**src/rtl/map_bus_wr_capture_if.sv**
```systemverilog
// Write-record handshake between the bus capture front end and the mapper register file.
// The master drives the FIFO head record; the slave pops it with wr_ready.
interface map_bus_wr_capture_if;
    logic        wr_valid;
    logic [15:0] wr_addr;
    logic [7:0]  wr_data;
    logic        wr_ready;

    modport master (output wr_valid, output wr_addr, output wr_data, input wr_ready);
    modport slave  (input wr_valid, input wr_addr, input wr_data, output wr_ready);
endinterface

```
**src/rtl/map_bus_wr_capture.sv**
```systemverilog
// Samples the asynchronous cartridge CPU bus and detects qualified M2 falling edges.
// In-window writes are queued as {addr, data} records for the mapper core.
module map_bus_wr_capture #(
    parameter int          SYNC_STAGES = 2,
    parameter int          MIN_HIGH    = 3,
    parameter logic [15:0] ADDR_MASK   = 16'h8000,
    parameter logic [15:0] ADDR_MATCH  = 16'h8000,
    parameter int          DEPTH       = 4
) (
    input  logic                      clk,
    input  logic                      rst,
    input  logic                      m2,
    input  logic                      cpu_rw,
    input  logic [15:0]               cpu_addr,
    input  logic [7:0]                cpu_data,
    input  logic                      hold,
    map_bus_wr_capture_if.master      wr,
    output logic [$clog2(DEPTH):0]    fifo_cnt,
    output logic                      ovf,
    input  logic                      ovf_clr
);
    localparam int PW = $clog2(DEPTH);
    localparam int HW = $clog2(MIN_HIGH + 1);
    localparam int BW = 25;
    localparam logic [HW-1:0] HI_SAT    = HW'(MIN_HIGH);
    localparam logic [PW:0]   CNT_FULL  = (PW + 1)'(DEPTH);

    logic [SYNC_STAGES-1:0]         m2_sync_q, m2_sync_d;
    logic [SYNC_STAGES-1:0][BW-1:0] bus_pipe_q, bus_pipe_d;
    logic                           m2_d_q, m2_d_d;
    logic [HW-1:0]                  hi_cnt_q, hi_cnt_d;
    logic [BW-1:0]                  cap_q, cap_d;
    logic [DEPTH-1:0][23:0]         mem_q, mem_d;
    logic [PW-1:0]                  rd_ptr_q, rd_ptr_d, wr_ptr_q, wr_ptr_d;
    logic [PW:0]                    cnt_q, cnt_d, cnt_rem_s;
    logic                           ovf_q, ovf_d;
    logic                           wr_valid_q, wr_valid_d;
    logic [15:0]                    wr_addr_q, wr_addr_d;
    logic [7:0]                     wr_data_q, wr_data_d;
    logic                           m2_s, fall_s, in_win_s, accept_s, pop_s, full_s, push_s, drop_s;
    logic [BW-1:0]                  bus_s;

    // Next-state logic: synchronizer, capture, edge qualification and FIFO bookkeeping.
    always_comb begin
        m2_sync_d  = {m2_sync_q[SYNC_STAGES-2:0], m2};
        bus_pipe_d = {bus_pipe_q[SYNC_STAGES-2:0], {cpu_rw, cpu_addr, cpu_data}};
        m2_s       = m2_sync_q[SYNC_STAGES-1];
        bus_s      = bus_pipe_q[SYNC_STAGES-1];
        m2_d_d     = m2_s;

        if (!m2_s) begin
            hi_cnt_d = '0;
        end else if (hi_cnt_q == HI_SAT) begin
            hi_cnt_d = hi_cnt_q;
        end else begin
            hi_cnt_d = hi_cnt_q + HW'(1);
        end
        cap_d = m2_s ? bus_s : cap_q;

        // hi_cnt_q still holds the high-phase length on the first low cycle.
        fall_s   = m2_d_q & ~m2_s & (hi_cnt_q >= HI_SAT);
        in_win_s = (cap_q[23:8] & ADDR_MASK) == ADDR_MATCH;
        accept_s = fall_s & ~cap_q[24] & in_win_s & ~hold;

        pop_s  = wr_valid_q & wr.wr_ready;
        full_s = (cnt_q == CNT_FULL);
        push_s = accept_s & (~full_s | pop_s);
        drop_s = accept_s & full_s & ~pop_s;

        mem_d = mem_q;
        if (push_s) begin
            mem_d[wr_ptr_q] = cap_q[23:0];
        end else begin
            mem_d = mem_q;
        end
        wr_ptr_d = push_s ? wr_ptr_q + PW'(1) : wr_ptr_q;
        rd_ptr_d = pop_s  ? rd_ptr_q + PW'(1) : rd_ptr_q;

        case ({push_s, pop_s})
            2'b10:   cnt_d = cnt_q + (PW + 1)'(1);
            2'b01:   cnt_d = cnt_q - (PW + 1)'(1);
            default: cnt_d = cnt_q;
        endcase

        if (drop_s) begin
            ovf_d = 1'b1;
        end else if (ovf_clr) begin
            ovf_d = 1'b0;
        end else begin
            ovf_d = ovf_q;
        end

        // Head register ignores this cycle's push so a new record never bypasses.
        cnt_rem_s  = cnt_q - {{PW{1'b0}}, pop_s};
        wr_valid_d = (cnt_rem_s != '0);
        if (wr_valid_d) begin
            wr_addr_d = mem_q[rd_ptr_d][23:8];
            wr_data_d = mem_q[rd_ptr_d][7:0];
        end else begin
            wr_addr_d = wr_addr_q;
            wr_data_d = wr_data_q;
        end
    end

    // State registers with asynchronous reset.
    always_ff @(posedge clk or posedge rst) begin
        if (rst) begin
            m2_sync_q  <= '0;
            bus_pipe_q <= '0;
            m2_d_q     <= 1'b0;
            hi_cnt_q   <= '0;
            cap_q      <= '0;
            mem_q      <= '0;
            rd_ptr_q   <= '0;
            wr_ptr_q   <= '0;
            cnt_q      <= '0;
            ovf_q      <= 1'b0;
            wr_valid_q <= 1'b0;
            wr_addr_q  <= 16'h0000;
            wr_data_q  <= 8'h00;
        end else begin
            m2_sync_q  <= m2_sync_d;
            bus_pipe_q <= bus_pipe_d;
            m2_d_q     <= m2_d_d;
            hi_cnt_q   <= hi_cnt_d;
            cap_q      <= cap_d;
            mem_q      <= mem_d;
            rd_ptr_q   <= rd_ptr_d;
            wr_ptr_q   <= wr_ptr_d;
            cnt_q      <= cnt_d;
            ovf_q      <= ovf_d;
            wr_valid_q <= wr_valid_d;
            wr_addr_q  <= wr_addr_d;
            wr_data_q  <= wr_data_d;
        end
    end

    assign wr.wr_valid = wr_valid_q;
    assign wr.wr_addr  = wr_addr_q;
    assign wr.wr_data  = wr_data_q;
    assign fifo_cnt    = cnt_q;
    assign ovf         = ovf_q;
endmodule

```
**src/flat_wrapper.sv**
```systemverilog
// flat-port wrapper written by rule: the top's interface ports become plain ports
module map_bus_wr_capture_flat 
#(
    parameter int          SYNC_STAGES = 2,
    parameter int          MIN_HIGH    = 3,
    parameter logic [15:0] ADDR_MASK   = 16'h8000,
    parameter logic [15:0] ADDR_MATCH  = 16'h8000,
    parameter int          DEPTH       = 4
)
  (clk, rst, m2, cpu_rw, cpu_addr, cpu_data, hold, fifo_cnt, ovf, ovf_clr, wr_wr_valid, wr_wr_addr, wr_wr_data, wr_wr_ready);
  map_bus_wr_capture_if wr_i ();
  input  logic clk;
  input  logic rst;
  input  logic m2;
  input  logic cpu_rw;
  input  logic [15:0] cpu_addr;
  input  logic [7:0] cpu_data;
  input  logic hold;
  output logic [$clog2(DEPTH):0] fifo_cnt;
  output logic ovf;
  input  logic ovf_clr;
  output wire logic [$bits(wr_i.wr_valid)-1:0] wr_wr_valid;
  output wire logic [$bits(wr_i.wr_addr)-1:0] wr_wr_addr;
  output wire logic [$bits(wr_i.wr_data)-1:0] wr_wr_data;
  input wire logic [$bits(wr_i.wr_ready)-1:0] wr_wr_ready;
  assign wr_wr_valid = wr_i.wr_valid;
  assign wr_wr_addr = wr_i.wr_addr;
  assign wr_wr_data = wr_i.wr_data;
  assign wr_i.wr_ready = wr_wr_ready;
  map_bus_wr_capture #(.SYNC_STAGES(SYNC_STAGES), .MIN_HIGH(MIN_HIGH), .ADDR_MASK(ADDR_MASK), .ADDR_MATCH(ADDR_MATCH), .DEPTH(DEPTH)) u_core (.clk(clk), .rst(rst), .m2(m2), .cpu_rw(cpu_rw), .cpu_addr(cpu_addr), .cpu_data(cpu_data), .hold(hold), .wr(wr_i), .fifo_cnt(fifo_cnt), .ovf(ovf), .ovf_clr(ovf_clr));
endmodule
```
**config.mk**
```make
export PLATFORM = sky130hd
export DESIGN_NAME = map_bus_wr_capture_flat
export DESIGN_NICKNAME = d
export VERILOG_FILES = /design/src/rtl/map_bus_wr_capture_if.sv /design/src/rtl/map_bus_wr_capture.sv /design/src/flat_wrapper.sv
export SDC_FILE = /design/constraint.sdc
export NUM_CORES = 1
export LEC_CHECK = 0
export CAP_MARGIN = 30
export CORE_MARGIN = 3
export CORE_UTILIZATION = 40
export DETAILED_ROUTE_END_ITERATION = 10
export DONT_BUFFER_PORTS = 1
export PLACE_DENSITY_LB_ADDON = 0.08
export SYNTH_ARGS = -nofsm -noshare
export SYNTH_HDL_FRONTEND = slang
export SYNTH_SLANG_ARGS = --single-unit
```
**constraint.sdc**
```tcl
create_clock -name clk -period 9.3 [get_ports clk]
set_input_delay 0.465 -clock clk [delete_from_list [all_inputs] [get_ports clk]]
set_output_delay 0.465 -clock clk [all_outputs]
set_load 0.01 [all_outputs]
```
Word-level counts from Yosys, hierarchy flattened
Cells that the tools add are included.

Register bits after elaboration: 209. Input port bits: 31. Logic and storage cells: 62.

Add/sub/neg operators: 6. $lt $le $gt $ge: 4. Equality and inequality tests: 5. Muxes and demuxes: 11. Bitwise gates (word level): 15. Reduce and logical (&&, ||, !) cells: 4.

Operators with widths (count): bitwise mux 96 bit (1); binary-select mux 24 bit (select 2 bit) (1); demux 24 bit (select 2 bit) (1); 2-to-1 mux 24 bit (2); bitwise AND 1 bit (9); adder 2 x 1 -> 2 bit (second input constant) (3); less-than comparator 2 x 3 -> 1 bit (second input constant) (2); 2-to-1 mux 2 bit (3); case mux 3 bit (2 select lines) (1); NOT 1 bit (5); == test 2 bit (second input constant) (2); nonzero test 2 bit (2); adder 3 x 1 -> 3 bit (second input constant) (1); == test 3 bit (second input constant) (1); nonzero test 3 bit (1); subtractor 3 x 1 -> 3 bit (1); subtractor 3 x 1 -> 3 bit (second input constant) (1); == test 2 x 1 -> 1 bit (second input constant) (1); >= comparator 2 x 1 -> 1 bit (second input constant) (1); >= comparator 2 bit (second input constant) (1); 2-to-1 mux 1 bit (2); != test 2 bit (second input constant) (1); logical AND 1 bit (1); bitwise OR 1 bit (1).

Depth between registers and ports, before layout
Depth after elaboration: 9. Depth in mapped cells: 8.

Worst setup path before layout
No wires, ideal clock.

Path kind: register to register. From: register u_core.wr_valid_q, in the netlist u_core.wr.wr_valid. To: register u_core.wr_data_q[0], in the netlist u_core.wr.wr_data[0]. Data arrival time: 1912 ps. Path slack: 7238 ps. Stages on the path, launching flop included: 9. Path buffers: 2. Clock period less this slack: 2062 ps. Cell sequence: dfrtp_1 nand2_1 inv_1 ha_1 xnor2_1 nand3b_1 clkbuf_1 clkbuf_1 a41oi_1.

Word-level cells in the longest chain between the ends: 4.

RTL lines: from (decl) (RTL line map_bus_wr_capture.sv:37) `logic wr_valid_q, wr_valid_d;`; from (signal assigned) (RTL line map_bus_wr_capture.sv:132) `wr_valid_q <= wr_valid_d;`; bitwise AND 1 bit * (RTL line map_bus_wr_capture.sv:65) `pop_s = wr_valid_q & wr.wr_ready;`; branches (longest 3 deep; another with subtractor 3 x 1 -> 3 bit); to (signal assigned) (RTL line map_bus_wr_capture.sv:134) `wr_data_q <= wr_data_d;`; to (decl) (RTL line map_bus_wr_capture.sv:39) `logic [7:0] wr_data_q, wr_data_d;`.

Mark *: on every way between the ends. The select of a mux whose other input is x is not followed. A chain may end at the register's enable or synchronous reset.

Worst setup path in the final report
From: register u_core.wr_valid_q, in the netlist u_core.wr.wr_valid. To: register u_core.wr_addr_q[5], in the netlist u_core.wr.wr_addr[5].

Word-level cells in the longest chain between the ends: 4.

RTL lines: bitwise AND 1 bit * (RTL line map_bus_wr_capture.sv:65); branches (longest 3 deep; another with subtractor 3 x 1 -> 3 bit); to (signal assigned) (RTL line map_bus_wr_capture.sv:133) `wr_addr_q <= wr_addr_d;`; to (decl) (RTL line map_bus_wr_capture.sv:38) `logic [15:0] wr_addr_q, wr_addr_d;`.

Marked as above.

==> results by group <==
Synth
  • EDFF count, synth: 0
  • Synth Area in Simple Gates: 3.307%
  • Syn Nets: 565
  • Post-synthesis mux area share: 21.01%
  • Syn Area/Cell: approximately 15 µm²
  • Async S/R FF share, synth: 100.0%
  • Seq/Total Area, Yosys: roughly two thirds
  • Synth warn: 0
  • Synthesized-area fraction occupied by adder cells: 1.185%
  • Combinational family with the most area after synthesis: multiplexers
  • Area fraction in compound gates after synthesis: 6.192%
  • Mapped Area: 0.008021 mm²
  • Synthesized flop and latch total: 209
  • Xor/xnor cell area share of the yosys netlist: 0.6551%
  • Main flop type after synthesis: dfrtp_1
  • Yosys cell types: 39
  • Syn Inst Count: ~530

Floorplanning
  • I/O pin cnt: 60
  • Initial Util: 40.95%
  • Die height: 147.6 µm
  • Placement row count: 51
  • Core Box Area: a little under 0.02 mm²
  • Die area: approximately 0.022 mm²
  • Die W: 147.6 µm

Route
  • Residual DRC count: 0
  • First drt pass iteration count: 7
  • Wire length per cell: 19.42 µm
  • Initial drt markers: 239
  • Final ANT Viol Nets: 0
  • Via-to-Cell Ratio: 5.162
  • WL final: 16.20 mm
  • Via count: roughly 4300

Placement
  • IO buf count: 0
  • Hpwl dp: just under 9 mm
  • Placer Congestion: 0.7077

Worst setup path
  • WP data required: 9.66 ns
  • Setup CP Type: register to register
  • R2R depth: 8
  • WP data arrival: 3.18 ns
  • Largest fanout on the critical path: 26
  • R2R Setup Slk: between 6 and 7 ns
  • Cell Chain, Critical Path: nand2_1 > inv_1 > ha_1 > xnor2_1 > nand3b_1 > buf_4 > nor2_1 > a21oi_1
  • Crit. End Element: register
  • RR Startpoint: u_core.wr.wr_valid
  • Max stage delay cell, worst path: nand3b_1
  • Crit start category: register
  • Worst path max stage delay: 0.70 ns
  • Reg2reg end: u_core.wr.wr_addr[5]

STA
  • Worst Skew: 0.007159 ns
  • Worst-Margin Slew: slightly above 1 ns
  • Post-route setup TNS: 0 ns
  • Max-slew headroom: 32.69%
  • Final setup vio count: 0
  • Max Slew Vio Count: 0
  • Max Freq: 354.5 MHz
  • Minimum clock period: about 2.8 ns
  • RSZ-0062 raised after global routing: false
  • Final hold vios: 15
  • Worst Hold Slack: -0.02364 ns
  • Final worst-path cycle share: 30.33%

Layout
  • Ant. Diodes: 0
  • Nets: 592
  • Share of layout cells above drive strength 1: 32.34%
  • Syn-to-layout area delta: 15.26%

GRT
  • Gr usage total: between 10% and 20%
  • Initial antenna violation count: 0
  • Pin count of the biggest net entering global routing: 128
  • Global-route wire length before repair: 26.41 mm
  • Vias in the first global route: 4609
  • Remaining global-route overflow: 0

CTS
  • CTS tree: built
  • Post-CTS setup buffer count: 0
  • Sinks on Clock Net: 209
  • Clock latency on the worst-skew pair: 0.49 ns
  • CTS clock-pin slew for the worst setup and hold paths: 0.06 ns
  • CTS max path bufs: 3
  • CTS resizes: 0
  • CTS buffer count: 23
  • Post-CTS Hold Fix Bufs: 26
  • CTS Root Buffer Type: clkbuf_16
  • H-Tree Level Count: 1

Power
  • LEAKAGE: roughly 4.4 nW
  • Worst vdd ir: approximately 0.13 mV
  • Pwr/cell area: 246.6 mW/mm²
  • Overall Power: 2.280 mW

Job
  • Max cap viols: 0

Min path
  • Hold Path Class: primary input to async pin

Outcome
  • Outcome: complete, but fails checks
  • Failing checks: negative hold slack
[layer usage]
metal	part of all wire, %	wire [µm]	GRT usage [%]	vias to the layer above
li1	-	-	-	1937
met1	44	7167	20.67	2265
met2	48	7845	25.14	80
met3	5.6	913	3.801	23
met4	1.7	272	3.774	0
met5	0	0	0	-
[synthesized netlist by cell type (2+ instances only)]
| cell type | count | share of area [%] |
|---|---|---|
| a21o_1 | 6 | 0.56 |
| a21oi_1 | 21 | 1.3 |
| a222oi_1 | 18 | 2.2 |
| a32oi_1 | 5 | 0.55 |
| a41oi_1 | 5 | 0.55 |
| buf_1 | 2 | 0.094 |
| buf_2 | 10 | 0.62 |
| buf_6 | 4 | 0.56 |
| clkbuf_1 | 13 | 0.61 |
| dfrtp_1 | 209 | 65 |
| ha_1 | 6 | 0.94 |
| inv_1 | 10 | 0.47 |
| mux2_2 | 117 | 16 |
| mux2_4 | 19 | 3.6 |
| mux2i_1 | 6 | 0.75 |
| nand2_1 | 13 | 0.61 |
| nand2_2 | 3 | 0.23 |
| nand2b_1 | 4 | 0.31 |
| nor2_1 | 24 | 1.1 |
| nor2b_1 | 2 | 0.16 |
| o21ai_0 | 6 | 0.37 |
| or2_2 | 2 | 0.16 |
| xnor2_1 | 6 | 0.66 |
[sequential cells by signal, summed over array words and instances (netlist names)]
name,cells
u_core.ovf,1
u_core.wr.wr_addr,16
u_core.fifo_cnt,3
u_core.m2_d_q,1
u_core.bus_pipe_d,25
u_core.wr.wr_valid,1
u_core.wr_ptr_q,2
u_core.bus_s,25
u_core.hi_cnt_q,2
u_core.m2_sync_q,2
u_core.cap_q,25
u_core.wr.wr_data,8
u_core.mem_q,96
u_core.rd_ptr_q,2
[final cells by class]
| type | instances | area, µm² |
|---|---|---|
| clock buffers | 36 | 674.4 |
| clock inverters | 4 | 45.04 |
| fillers | 1714 | 10340 |
| inverters | 10 | 45.04 |
| multi-input cells | 278 | 2601 |
| flip-flops and latches | 209 | 5230 |
| well taps | 265 | 331.6 |
| repair buffers | 32 | 317.8 |
[how the worst max path moves through the flow]
stage | startpoint | endpoint | slack [ns] | cells past startpoint
after global placement | u_core.wr.wr_valid | u_core.wr.wr_addr[1] | 6.59 | 8
after floorplan | rst | u_core.bus_pipe_d[25] | 3.13 | 1
final | u_core.wr.wr_valid | u_core.wr.wr_addr[5] | 6.48 | 8
after global routing | u_core.wr.wr_valid | u_core.wr.wr_addr[13] | 6.22 | 8
after detailed placement | u_core.wr.wr_valid | u_core.wr.wr_data[6] | 6.45 | 8
after CTS | u_core.wr.wr_valid | u_core.wr.wr_addr[5] | 6.43 | 8
[cell usage in the layout, fill, tap and decap left out, types with 2 or more instances in the layout]
cell and instances:
clkinv_2 3, or2_2 2, nand2_1 13, nand2_2 3, mux2_4 19, nand2b_1 4, buf_4 5, a41oi_1 5
o21ai_0 6, clkbuf_8 5, a222oi_1 18, mux2i_1 6, xnor2_1 6, a32oi_1 5, ha_1 6, nor2b_1 2
clkbuf_1 8, dlygate4sd3_1 26, nor2_1 24, a21o_1 6, dfrtp_1 209, inv_1 9, mux2_2 117, clkbuf_16 23
a21oi_1 21
[worst max-delay path: cells and delay by family (launching register included)]
kind / cells / cell delay, ns
buffers and inverters: 2 / 0.68
DFF: 1 / 0.49
AOI/OAI and AO/OA: 1 / 0.05
xor gates and xnor gates: 1 / 0.15
and+or+nand+nor: 3 / 1.09
adders and majority gates: 1 / 0.22
[kinds of logic after synthesis]
kind of cell / Yosys count
DFF: 209
muxes: 143
AOI/OAI and AO/OA: 67
and+or+nand+nor: 55
buffers and inverters: 40
adders and majority gates: 7
xor gates and xnor gates: 6
[power by group]
part | switching [mW] | internal [mW]
sequential | 0.0813 | 0.989
combinational | 0.226 | 0.124
clock | 0.337 | 0.522
total | 0.645 | 1.64
[metrics by stage]
step / worst slack [ns] / cells / utilization [%] / hold slack (ns) / cell area, µm²
after CTS: 6.430 / 834 / 47.19 / 0.02956 / 9245
after detailed placement: 6.448 / 768 / 42.19 / 0.3347 / 8265
final: 6.479 / 834 / 47.19 / -0.02364 / 9245
after global routing: 6.216 / 834 / 47.19 / 0.04515 / 9245
after global placement: 6.586 / 767 / 42.09 / 0.3322 / 8245
after floorplan: 3.126 / 527 / - / 0.3312 / 8021
Note: power is estimated with default switching activity, not from simulation.
